==> src/rtl/load_pkg.sv <==
// Shared definitions for the load path: funct3 encodings, FSM states and
// the access-size decode used by both the control FSM and the extender.
package load_pkg;

    localparam logic [2:0] F3_LB  = 3'd0;
    localparam logic [2:0] F3_LH  = 3'd1;
    localparam logic [2:0] F3_LW  = 3'd2;
    localparam logic [2:0] F3_LD  = 3'd3;
    localparam logic [2:0] F3_LBU = 3'd4;
    localparam logic [2:0] F3_LHU = 3'd5;
    localparam logic [2:0] F3_LWU = 3'd6;

    typedef enum logic [2:0] {
        S_IDLE,
        S_ISSUE0,
        S_WAIT0,
        S_ISSUE1,
        S_WAIT1,
        S_DONE
    } state_t;

    // Encoding 7 has no size; legality against XLEN is judged by the extender.
    function automatic logic [3:0] size_bytes(input logic [2:0] f3);
        case (f3)
            F3_LB, F3_LBU: return 4'd1;
            F3_LH, F3_LHU: return 4'd2;
            F3_LW, F3_LWU: return 4'd4;
            F3_LD:         return 4'd8;
            default:       return 4'd0;
        endcase
    endfunction

endpackage

==> src/rtl/load_extend_xlen.sv <==
// Combinational field extraction and sign/zero extension of already-shifted
// load data; also flags funct3 encodings that are illegal for this XLEN.
module load_extend_xlen
    import load_pkg::*;
#(
    parameter int XLEN = 32
) (
    input  logic [XLEN-1:0] shifted_i,
    input  logic [2:0]      funct3_i,
    output logic [XLEN-1:0] data_o,
    output logic            illegal_o
);

    always_comb begin
        data_o    = '0;
        illegal_o = 1'b0;
        case (funct3_i)
            F3_LB:  data_o = XLEN'($signed(shifted_i[7:0]));
            F3_LH:  data_o = XLEN'($signed(shifted_i[15:0]));
            F3_LW:  data_o = XLEN'($signed(shifted_i[31:0]));
            F3_LBU: data_o = XLEN'(shifted_i[7:0]);
            F3_LHU: data_o = XLEN'(shifted_i[15:0]);
            F3_LD: begin
                if (XLEN == 64) data_o = shifted_i;
                else            illegal_o = 1'b1;
            end
            F3_LWU: begin
                if (XLEN == 64) data_o = XLEN'(shifted_i[31:0]);
                else            illegal_o = 1'b1;
            end
            default: illegal_o = 1'b1;
        endcase
    end

endmodule

==> src/rtl/load_align_unit.sv <==
// Load path between MEM stage and data bus: issues one or two word reads,
// merges boundary-crossing loads and returns the extended result.
module load_align_unit
    import load_pkg::*;
#(
    parameter int XLEN        = 32,
    parameter int ADDR_W      = 32,
    parameter bit MISALIGN_EN = 1'b1
) (
    input  logic              clk_i,
    input  logic              reset_i,
    input  logic              req_valid_i,
    output logic              req_ready_o,
    input  logic [ADDR_W-1:0] req_addr_i,
    input  logic [2:0]        req_funct3_i,
    output logic              mem_req_valid_o,
    input  logic              mem_req_ready_i,
    output logic [ADDR_W-1:0] mem_addr_o,
    input  logic              mem_rvalid_i,
    input  logic [XLEN-1:0]   mem_rdata_i,
    output logic              resp_valid_o,
    output logic [XLEN-1:0]   resp_data_o,
    output logic              resp_fault_o
);

    localparam int BYTES = XLEN / 8;
    localparam int OFF_W = $clog2(BYTES);

    state_t            state_q, state_d;
    logic [ADDR_W-1:0] mem_addr_q, mem_addr_d;
    logic [OFF_W-1:0]  off_q, off_d;
    logic [2:0]        f3_q, f3_d;
    logic              cross_q, cross_d;
    logic [XLEN-1:0]   word0_q, word0_d;
    logic [XLEN-1:0]   resp_data_q, resp_data_d;
    logic              resp_fault_q, resp_fault_d;

    logic [OFF_W-1:0]  req_off;
    logic              req_cross;
    logic [2*XLEN-1:0] merge_buf;
    logic [XLEN-1:0]   shifted;
    logic [2:0]        ext_f3;
    logic [XLEN-1:0]   ext_data;
    logic              ext_illegal;

    assign req_off   = req_addr_i[OFF_W-1:0];
    assign req_cross = (int'(req_off) + int'(size_bytes(req_funct3_i))) > BYTES;

    // The second beat is merged straight off the bus, so only word0 is stored.
    assign merge_buf = (state_q == S_WAIT1) ? {mem_rdata_i, word0_q}
                                            : {{XLEN{1'b0}}, mem_rdata_i};
    assign shifted   = XLEN'(merge_buf >> {off_q, 3'b000});

    // In IDLE the extender only serves as the legality check on the request.
    assign ext_f3 = (state_q == S_IDLE) ? req_funct3_i : f3_q;

    load_extend_xlen #(.XLEN(XLEN)) u_ext (
        .shifted_i (shifted),
        .funct3_i  (ext_f3),
        .data_o    (ext_data),
        .illegal_o (ext_illegal)
    );

    always_comb begin
        state_d      = state_q;
        mem_addr_d   = mem_addr_q;
        off_d        = off_q;
        f3_d         = f3_q;
        cross_d      = cross_q;
        word0_d      = word0_q;
        resp_data_d  = resp_data_q;
        resp_fault_d = resp_fault_q;
        case (state_q)
            S_IDLE: begin
                if (req_valid_i) begin
                    off_d      = req_off;
                    f3_d       = req_funct3_i;
                    cross_d    = req_cross;
                    mem_addr_d = {req_addr_i[ADDR_W-1:OFF_W], {OFF_W{1'b0}}};
                    if (ext_illegal || (req_cross && !MISALIGN_EN)) begin
                        resp_data_d  = '0;
                        resp_fault_d = 1'b1;
                        state_d      = S_DONE;
                    end else begin
                        state_d = S_ISSUE0;
                    end
                end
            end
            S_ISSUE0: if (mem_req_ready_i) state_d = S_WAIT0;
            S_WAIT0: begin
                if (mem_rvalid_i) begin
                    word0_d = mem_rdata_i;
                    if (cross_q) begin
                        mem_addr_d = mem_addr_q + ADDR_W'(BYTES);
                        state_d    = S_ISSUE1;
                    end else begin
                        resp_data_d  = ext_data;
                        resp_fault_d = 1'b0;
                        state_d      = S_DONE;
                    end
                end
            end
            S_ISSUE1: if (mem_req_ready_i) state_d = S_WAIT1;
            S_WAIT1: begin
                if (mem_rvalid_i) begin
                    resp_data_d  = ext_data;
                    resp_fault_d = 1'b0;
                    state_d      = S_DONE;
                end
            end
            S_DONE:  state_d = S_IDLE;
            default: state_d = S_IDLE;
        endcase
    end

    always_ff @(posedge clk_i) begin
        if (reset_i) begin
            state_q      <= S_IDLE;
            mem_addr_q   <= '0;
            off_q        <= '0;
            f3_q         <= '0;
            cross_q      <= 1'b0;
            word0_q      <= '0;
            resp_data_q  <= '0;
            resp_fault_q <= 1'b0;
        end else begin
            state_q      <= state_d;
            mem_addr_q   <= mem_addr_d;
            off_q        <= off_d;
            f3_q         <= f3_d;
            cross_q      <= cross_d;
            word0_q      <= word0_d;
            resp_data_q  <= resp_data_d;
            resp_fault_q <= resp_fault_d;
        end
    end

    assign req_ready_o     = (state_q == S_IDLE);
    assign mem_req_valid_o = (state_q == S_ISSUE0) || (state_q == S_ISSUE1);
    assign mem_addr_o      = mem_addr_q;
    assign resp_valid_o    = (state_q == S_DONE);
    assign resp_data_o     = resp_data_q;
    assign resp_fault_o    = resp_fault_q;

endmodule
==> config.mk <==
export PLATFORM = sky130hd
export DESIGN_NAME = load_align_unit
export DESIGN_NICKNAME = d
export VERILOG_FILES = /design/src/rtl/load_pkg.sv /design/src/rtl/load_extend_xlen.sv /design/src/rtl/load_align_unit.sv
export SDC_FILE = /design/constraint.sdc
export NUM_CORES = 1
export LEC_CHECK = 0
export CORE_ASPECT_RATIO = 2
export CORE_MARGIN = 1
export CORE_UTILIZATION = 55
export DETAILED_ROUTE_END_ITERATION = 8
export PLACE_DENSITY = 0.95
export SYNTH_ARGS = -nofsm -noshare
export SYNTH_HDL_FRONTEND = slang
export SYNTH_SLANG_ARGS = --single-unit
==> constraint.sdc <==
create_clock -name clk_i -period 5.7 [get_ports clk_i]
set_input_delay 0.57 -clock clk_i [delete_from_list [all_inputs] [get_ports clk_i]]
set_output_delay 0.57 -clock clk_i [all_outputs]
set_load 0.05 [all_outputs]
After elaboration in Yosys (flattened, before gate mapping)

Cells that the tools add are included.

$add $sub $neg: 2
Magnitude comparators: 1
Eq/ne operators: 23
Shifts and indexed selects: 1
Multiplexer cells: 28
Reduce and logical (&&, ||, !) cells: 15

Operators with widths:

| kind                  | count |
|---|---|
| $mux 32               | 8 |
| $pmux 32 s5           | 1 |
| $pmux 32 s3           | 1 |
| $mux 64               | 1 |
| $pmux 32 s2           | 1 |
| $shr 64x5->32         | 1 |
| $add 32x3->32 const B | 1 |
| $mux 3                | 8 |
| $eq 3x3->1 const B    | 7 |
| $ne 2x2->1 const B    | 8 |
| $pmux 4 s4            | 1 |
| $eq 3x2->1 const B    | 5 |
| $pmux 3 s5            | 1 |
| $eq 3x1->1 const B    | 3 |
| $logic_not 3->1       | 3 |
| $reduce_and 6->1      | 1 |
| $reduce_or 2->1       | 3 |
| $add 2x4->5           | 1 |
| $gt 5x3->1 const B    | 1 |
| $mux 1                | 5 |
| $reduce_and 5->1      | 1 |
| $reduce_or 5->1       | 1 |
| $reduce_and 2->1      | 2 |
| $reduce_and 4->1      | 1 |
| other kinds (4)       | 4 |

Register bits after elaboration: 106
Logic and storage cells: 78

Depth between registers and ports, before layout

Gate-level depths: netlist of the first run.

Word-level depth: 7
Gate-level depth with buffers: 9
Depth with buffers taken out: 9

Cells and area by module

Synthesis of the first run repeated with hierarchy kept, for this count alone.

Cells, all modules: 838
Area total of the unflattened synthesis: 6532.5 um^2

By module, submodules not included:

| module           | times used | cells each | area an instance (um^2) | sequential area each (um^2) |
|---|---|---|---|---|
| load_align_unit  | 1          | 766        | 5957.0                  | 2082.0 |
| load_extend_xlen | 1          | 72         | 575.6                   | 0.0 |

Worst setup path before layout of the first run

OpenSTA, ideal clock, no wires.

Path kind: register to output
Start point: reg state_q[2]
End point: out resp_valid_o
Data arrival time: 1.902 ns
Setup slack: 3.228 ns
Cell stages (with the launch flop): 5
Path buffers: 2
Cell sequence: dfxtp_1 > buf_6 > clkbuf_1 > inv_1 > nor3_1

Longest elaborated chain between the ends: 1

Ends and longest elaborated chain:

| item                   | line                   | RTL |
|---|---|---|
| start, declared        | load_align_unit.sv:29  | `state_t state_q, state_d;` |
| start signal, assigned | load_align_unit.sv:127 | `state_q <= state_d;` |
| $eq 3x3->1             | load_align_unit.sv:141 | `assign resp_valid_o = (state_q == S_DONE);` |
| end, declared          | load_align_unit.sv:21  | `output logic resp_valid_o,` |

Every way passes these cells.

Final worst setup path of the first run

Start point: in mem_rvalid_i
End point: reg resp_data_q[19], in the netlist resp_data_o[19]

Longest elaborated chain between the ends: 2

Ends and longest elaborated chain:

| item                                | line                   | RTL |
|---|---|---|
| start, declared                     | load_align_unit.sv:19  | `input logic mem_rvalid_i,` |
| $ne 2x2->1 (no source line)         | --                     |  |
| $reduce_and 6->1 (no source line) * | --                     |  |
| end signal, assigned                | load_align_unit.sv:133 | `resp_data_q <= resp_data_d;` |
| end, declared                       | load_align_unit.sv:35  | `logic [XLEN-1:0] resp_data_q, resp_data_d;` |

Mark *: on every way between the ends. The rest lies on a longest branch, timed or not.
A chain may end at the register's enable or synchronous reset.

==> metrics.md, run 1 <==
| Metric | Value |
|---|---|
| Top sig layer | met4 |
| Seq/Total Area, Yosys | 0.3316 |
| Hold Crit Class | flip-flop to flip-flop |
| YS warnings | 0 |
| Vias | 6593 |
| Port bufs | 137 |
| Area Growth Syn to Fin | 25.17% |
| Antenna cells | 0 |
| Drt first pass iters | 6 |
| Worst-Margin Slew | 1.217 ns |
| Fin. Hold Viols | 0 |
| Leakage | 2.759 nW |
| Top cell type by total area after synthesis | dfxtp_1 |
| Power per cell area | 303.6 mW/mm^2 |
| Final ANT Viol Nets | 0 |
| Post-Syn Area | 0.006279 mm^2 |
| Min cycle time layout | 2.949 ns |
| Post-synth EDFFs | 0 |
| Initial antenna violation count | 0 |
| Iteration-0 DRC Markers | 430 |
| Cts-stage hold buffer count | 0 |
| Kind of critical path | primary input to flip-flop |
| WP data arrival | 3.14 ns |
| Initial Util | 0.5701 |
| Max FO, Critical Path | 35 |
| Max-cap violations | 0 |
| Tot GR Track Use | 0.3187 |
| RSZ-0062 raised after global routing | no |
| Slew HR | 0.1865 |
| Largest net degree at the start of global routing | 71 |
| FF+latch count, synth | 104 |
| Die X-Extent | 77.55 um |
| CORE AREA | 0.01101 mm^2 |
| Met1 Wirelength | 6.757 mm |
| Min Hold Slack | 0.4541 ns |
| Final WL | 18.86 mm |
| Top cells by area, synth | dfxtp_1 33%, mux2i_1 12%, nand2_1 8.6%, a21oi_1 6.9%, o21ai_0 3.9% |
| Yosys top cell area share | 0.3316 |
| Via density | 6.426 |
| Die area | 0.01187 mm^2 |
| Pre-CTS setup slack | 2.530 ns |
| CTS Root Cell | clkbuf_16 |
| Share of cells above drive strength 1 | 0.05530 |
| Global route total overflow | 0 |
| Most frequent cell after synthesis | nand2_1 |
| Syn_area_per_cell | 7.907 um^2 |
| Nets@finish | 957 |
| Post-synth top flop | dfxtp_1 |
| Peak VDD IR | 0.0001988 V |
| CTS tree | done |
| H-tree Lvls | 3 |
| Setup TNS | 0 ns |
| Post-cts gate resize count | 0 |
| Top cells by count, synth | 144 x nand2_1, 104 x dfxtp_1, 86 x a21oi_1 |
| Met3 WL | 1.192 mm |
| Critical-path cell list | clkdlybuf4s50_1 -> and3b_1 -> or3_1 -> nand3_1 -> a221oi_1 -> a211oi_1 |
| Mapped Cells | 794 |
| Ys async rst share | 0 |
| Worst Skew | 0.008682 ns |
| WL/cell | 18.38 um |
| CP max-delay cell | nand3_1 |
| Startpoint types | primary input |
| Total power | 2.386 mW |
| Outcome | finished, final reports clean |
| Utilization after layout | 0.7136 |
| DR WL met2 | 9.692 mm |
| Setup violators final | 0 |
| Vias in the first global route | 6372 |
| Clock Tree Buf Depth | 2 |
| I/O pins | 140 |
| DR DRC count | 0 |
| HPWL Detailed | 13.09 mm |
| Max stage delay on crit path | 0.83 ns |
| Total CTS buffers | 9 |
| WP data required | 5.90 ns |
| Gpl congestion | 0.9259 |
| Latest clock arrival within the worst-skew pair | 0.35 ns |
| Crit. End Element | flip-flop |
| Clock slew at reported path FFs | 0.07 ns |
| Fin. max-slew vios | 0 |
| Max Fclk | 0.3391 GHz |
| # rows | 54 |
| Postcts setup bufs | 0 |
| Clock tree sinks | 104 |
| Final WS setup | 2.751 ns |
| Number of distinct library cells after synthesis | 62 |
| First-pass GRT wire length | 30.52 mm |
| Die Span Y | 153.1 um |
| Fin crit share | 0.5174 |
[power by group]
part           switching [mW]  internal (mW)
combinational           0.568          0.334
sequential             0.0836          0.792
clock                   0.269          0.339
total                   0.921           1.47
[kinds of logic (layout without fill, tap and decap cells)]
family | count (synthesis) | count (layout) | share of synthesized area
AOI/OAI and AO/OA | 239 | 239 | 0.2356
xor gates and xnor gates | 1 | 1 | 0.001395
adders and majority gates | 4 | 4 | 0.009168
buffers and inverters | 81 | 172 | 0.05879
DFF | 104 | 104 | 0.3316
muxes | 86 | 86 | 0.1538
other | 1 | 2 | 0.0005973
and+or+nand+nor | 278 | 278 | 0.2091
[flip-flops by register name, summed over array words and instances, names as in the netlist]
signal and flops:
cross_q 1, f3_q 3, mem_addr_o 30, off_q 2
resp_data_o 32, resp_fault_o 1, state_q 3, word0_q 32
[final timing paths]
kind | from | to | slack (ns) | cells past startpoint
worst max register to register | state_q[2] | resp_data_o[13] | 2.82 | 6
worst min-delay path | word0_q[30] | word0_q[30] | 0.45 | 2
worst min register to register | word0_q[30] | word0_q[30] | 0.45 | 2
worst max-delay path | mem_rvalid_i | resp_data_o[19] | 2.75 | 6
[cell usage in the layout (no fill, tap or decap), drive strengths merged, types with 5 or more instances in the layout]
| cell type | instances |
|---|---|
| mux4 | 8 |
| mux2i | 74 |
| nand4 | 10 |
| o31ai | 6 |
| o21ai | 50 |
| a221oi | 8 |
| a21oi | 86 |
| nand2 | 144 |
| a311oi | 11 |
| and3 | 8 |
| dfxtp | 104 |
| and4 | 5 |
| or4 | 5 |
| nor3b | 5 |
| a21o | 9 |
| nor3 | 13 |
| and2 | 6 |
| nor2 | 33 |
| a211oi | 19 |
| o211ai | 17 |
| clkbuf | 12 |
| or3 | 7 |
| clkdlybuf4s50 | 136 |
| buf | 10 |
| a31oi | 12 |
| nand2b | 5 |
| nand3 | 26 |
| inv | 9 |
[routing by layer]
layer,vias up,track usage
met3,92,0.05075
met1,3069,0.3379
met2,357,0.5626
met4,0,0.2219
met5,-,0
li1,3075,-
[final cells by class]
class,instances,area (um^2)
clock inverter,4,45.04
tap,140,175.2
fill,809,3154
inverter,10,37.54
sequential,104,2083
clock buffer,12,236.5
multi-input combinational,610,3847
timing repair buffer,146,1434
[critical path: cells and delay by family]
| family | cells | cell delay, ns |
|---|---|---|
| AO/OA/AOI/OAI | 2 | 0.74 |
| buffers and inverters | 1 | 0.63 |
| AND/OR/NAND/NOR | 3 | 1.19 |
[stage by stage]
step / cells / cell area (um^2)
3_3_place_gp: 1010 / 7577
4_1_cts: 1026 / 7859
3_5_place_dp: 1010 / 7577
5_1_grt: 1026 / 7859
6_report: 1026 / 7859
2_1_floorplan: 795 / 6282
(Power assumes the default switching activity.)
==> inputs of run 2 (changes only) <==
- CORE_UTILIZATION: 55 -> 46
- PLACE_DENSITY: 0.95 -> 0.89
- clock period: 5.7 -> 2.6 ns (I/O delays scaled with it)
==> run 2 against run 1 <==
The flow now finishes with violations (design-rule violations). Critical endpoint is now resp_data_o[0]. Global-route usage fell by 5.4 points. Combinational power rose by 130%. Via count fell by 2.3%. Non-clock buffer count rose by 19. Worst setup slack got worse by 2.6 ns. Flip-flop and latch count did not move. Register-to-register slack got worse by 2.7 ns. Sequential share of layout area fell by 0.70 points. Cell count rose by 3.3%.
==> metrics.md, run 2 (synthesis gave the netlist of run 1 again) <==
| Metric | Value |
|---|---|
| I/O pins | 140 |
| Die Span Y | 167.2 um |
| Placed Area | 0.007774 mm^2 |
| Failing checks | design-rule violations |
| Cts-stage hold buffer count | 0 |
| Setup violators final | 0 |
| Leakage | 2.879 nW |
| Crit. End Element | flip-flop |
| Largest net degree at the start of global routing | 58 |
| Gpl congestion | 0.9025 |
| WP data required | 2.82 ns |
| Commonest non-fill, non-tap cell in the layout | nand2_1 |
| Min cycle time layout | 2.442 ns |
| Commonest non-fill, non-tap cells in the layout | 144 x nand2_1, 135 x clkdlybuf4s50_1, 103 x dfxtp_1 |
| Utilization after layout | 0.6041 |
| Drt first pass iters | 9 |
| HPWL Detailed | 14.19 mm |
| Port bufs | 137 |
| R2R Setup Slk | 0.16 ns |
| Finished Layout Cells | 1060 |
| Global route total overflow | 0 |
| Pre-CTS setup slack | 0.1452 ns |
| WL/cell | 17.83 um |
| Min Hold Slack | 0.3638 ns |
| Nets@finish | 976 |
| # rows | 60 |
| First-pass GRT wire length | 29.68 mm |
| Total CTS buffers | 9 |
| Max-cap violations | 0 |
| Max stage delay on crit path | 0.55 ns |
| Setup TNS | 0 ns |
| Iteration-0 DRC Markers | 430 |
| Vias | 6443 |
| Final WS setup | 0.1576 ns |
| Fin. Hold Viols | 0 |
| Startpoint types | flip-flop |
| CP max-delay cell | or3b_2 |
| CORE AREA | 0.01336 mm^2 |
| Peak VDD IR | 0.0003351 V |
| Clock slew at reported path FFs | 0.07 ns |
| Antenna cells | 0 |
| Max FO, Critical Path | 36 |
| CTS tree | done |
| WP data arrival | 2.66 ns |
| Total power | 5.348 mW |
| Worst Skew | 0.01037 ns |
| Met3 WL | 924 um |
| Tot GR Track Use | 0.2643 |
| Post-cts gate resize count | 0 |
| Area Growth Syn to Fin | 28.58% |
| Die area | 0.01415 mm^2 |
| Worst-Margin Slew | 0.6733 ns |
| Initial Util | 0.4699 |
| CTS Root Cell | clkbuf_16 |
| Clock Tree Buf Depth | 2 |
| Met1 Wirelength | 6.826 mm |
| Clock tree sinks | 104 |
| Power per cell area | 662.5 mW/mm^2 |
| Final ANT Viol Nets | 0 |
| Latest clock arrival within the worst-skew pair | 0.34 ns |
| Hold Crit Class | primary input to flip-flop |
| Critical-path cell list | buf_4 -> or3b_2 -> buf_12 -> mux2i_1 -> mux4_2 -> o21ai_0 |
| RSZ-0062 raised after global routing | no |
| Via density | 6.078 |
| H-tree Lvls | 3 |
| Cell area after layout | 0.008073 mm^2 |
| Kind of critical path | flip-flop to flip-flop |
| DR DRC count | 11 |
| Top sig layer | met4 |
| DR WL met2 | 9.919 mm |
| Die X-Extent | 84.61 um |
| Fin crit share | 0.9394 |
| Slew HR | 0.5511 |
| Vias in the first global route | 5998 |
| Outcome | finished, violations left |
| Placed cells | 1044 |
| Max Fclk | 0.4094 GHz |
| Final WL | 18.90 mm |
| Fin. max-slew vios | 0 |
| Initial antenna violation count | 0 |
| Postcts setup bufs | 0 |
| Share of cells above drive strength 1 | 0.07845 |
## run 2: cell count changes in the layout (fill, tap and decap cells not counted), sizes merged
cell,previous run,this run
buf,10,30
clkbuf,12,11
clkinvlp,0,1
clkdlybuf4s50,136,135
## run 2: cell type report
| type | count | area (um^2) |
|---|---|---|
| multi-input combinational | 610 | 3847 |
| inverter | 10 | 37.54 |
| clock inverter | 5 | 56.30 |
| timing repair buffer | 165 | 1612 |
| fill | 1176 | 5290 |
| clock buffer | 11 | 242.7 |
| sequential | 104 | 2083 |
| tap | 155 | 193.9 |
## run 2: path summary, 6_finish.rpt
kind              start             end  cells past startpoint
max          state_q[2]  resp_data_o[0]                      6
min             reset_i   mem_addr_o[6]                      3
max reg2reg  state_q[2]  resp_data_o[0]                      6
min reg2reg  word0_q[4]      word0_q[4]                      2
## run 2: report_power, final
group	switching, mW	total [mW]	internal, mW
Sequential	0.154	1.89	1.74
Clock	0.606	1.38	0.773
Combinational	1.28	2.08	0.795
## run 2: routing by layer
layer	up-vias	track usage
met3	71	0.02957
met2	288	0.4800
met1	2975	0.2771
met4	0	0.1887
met5	-	0
li1	3109	-
## run 2: critical path, delay by kind of cell, from the launching register on
family | cells | cell delay, ns
and+or+nand+nor | 1 | 0.55
AOI/OAI and AO/OA | 1 | 0.30
muxes | 2 | 0.68
buffers and inverters | 2 | 0.44
DFF | 1 | 0.32
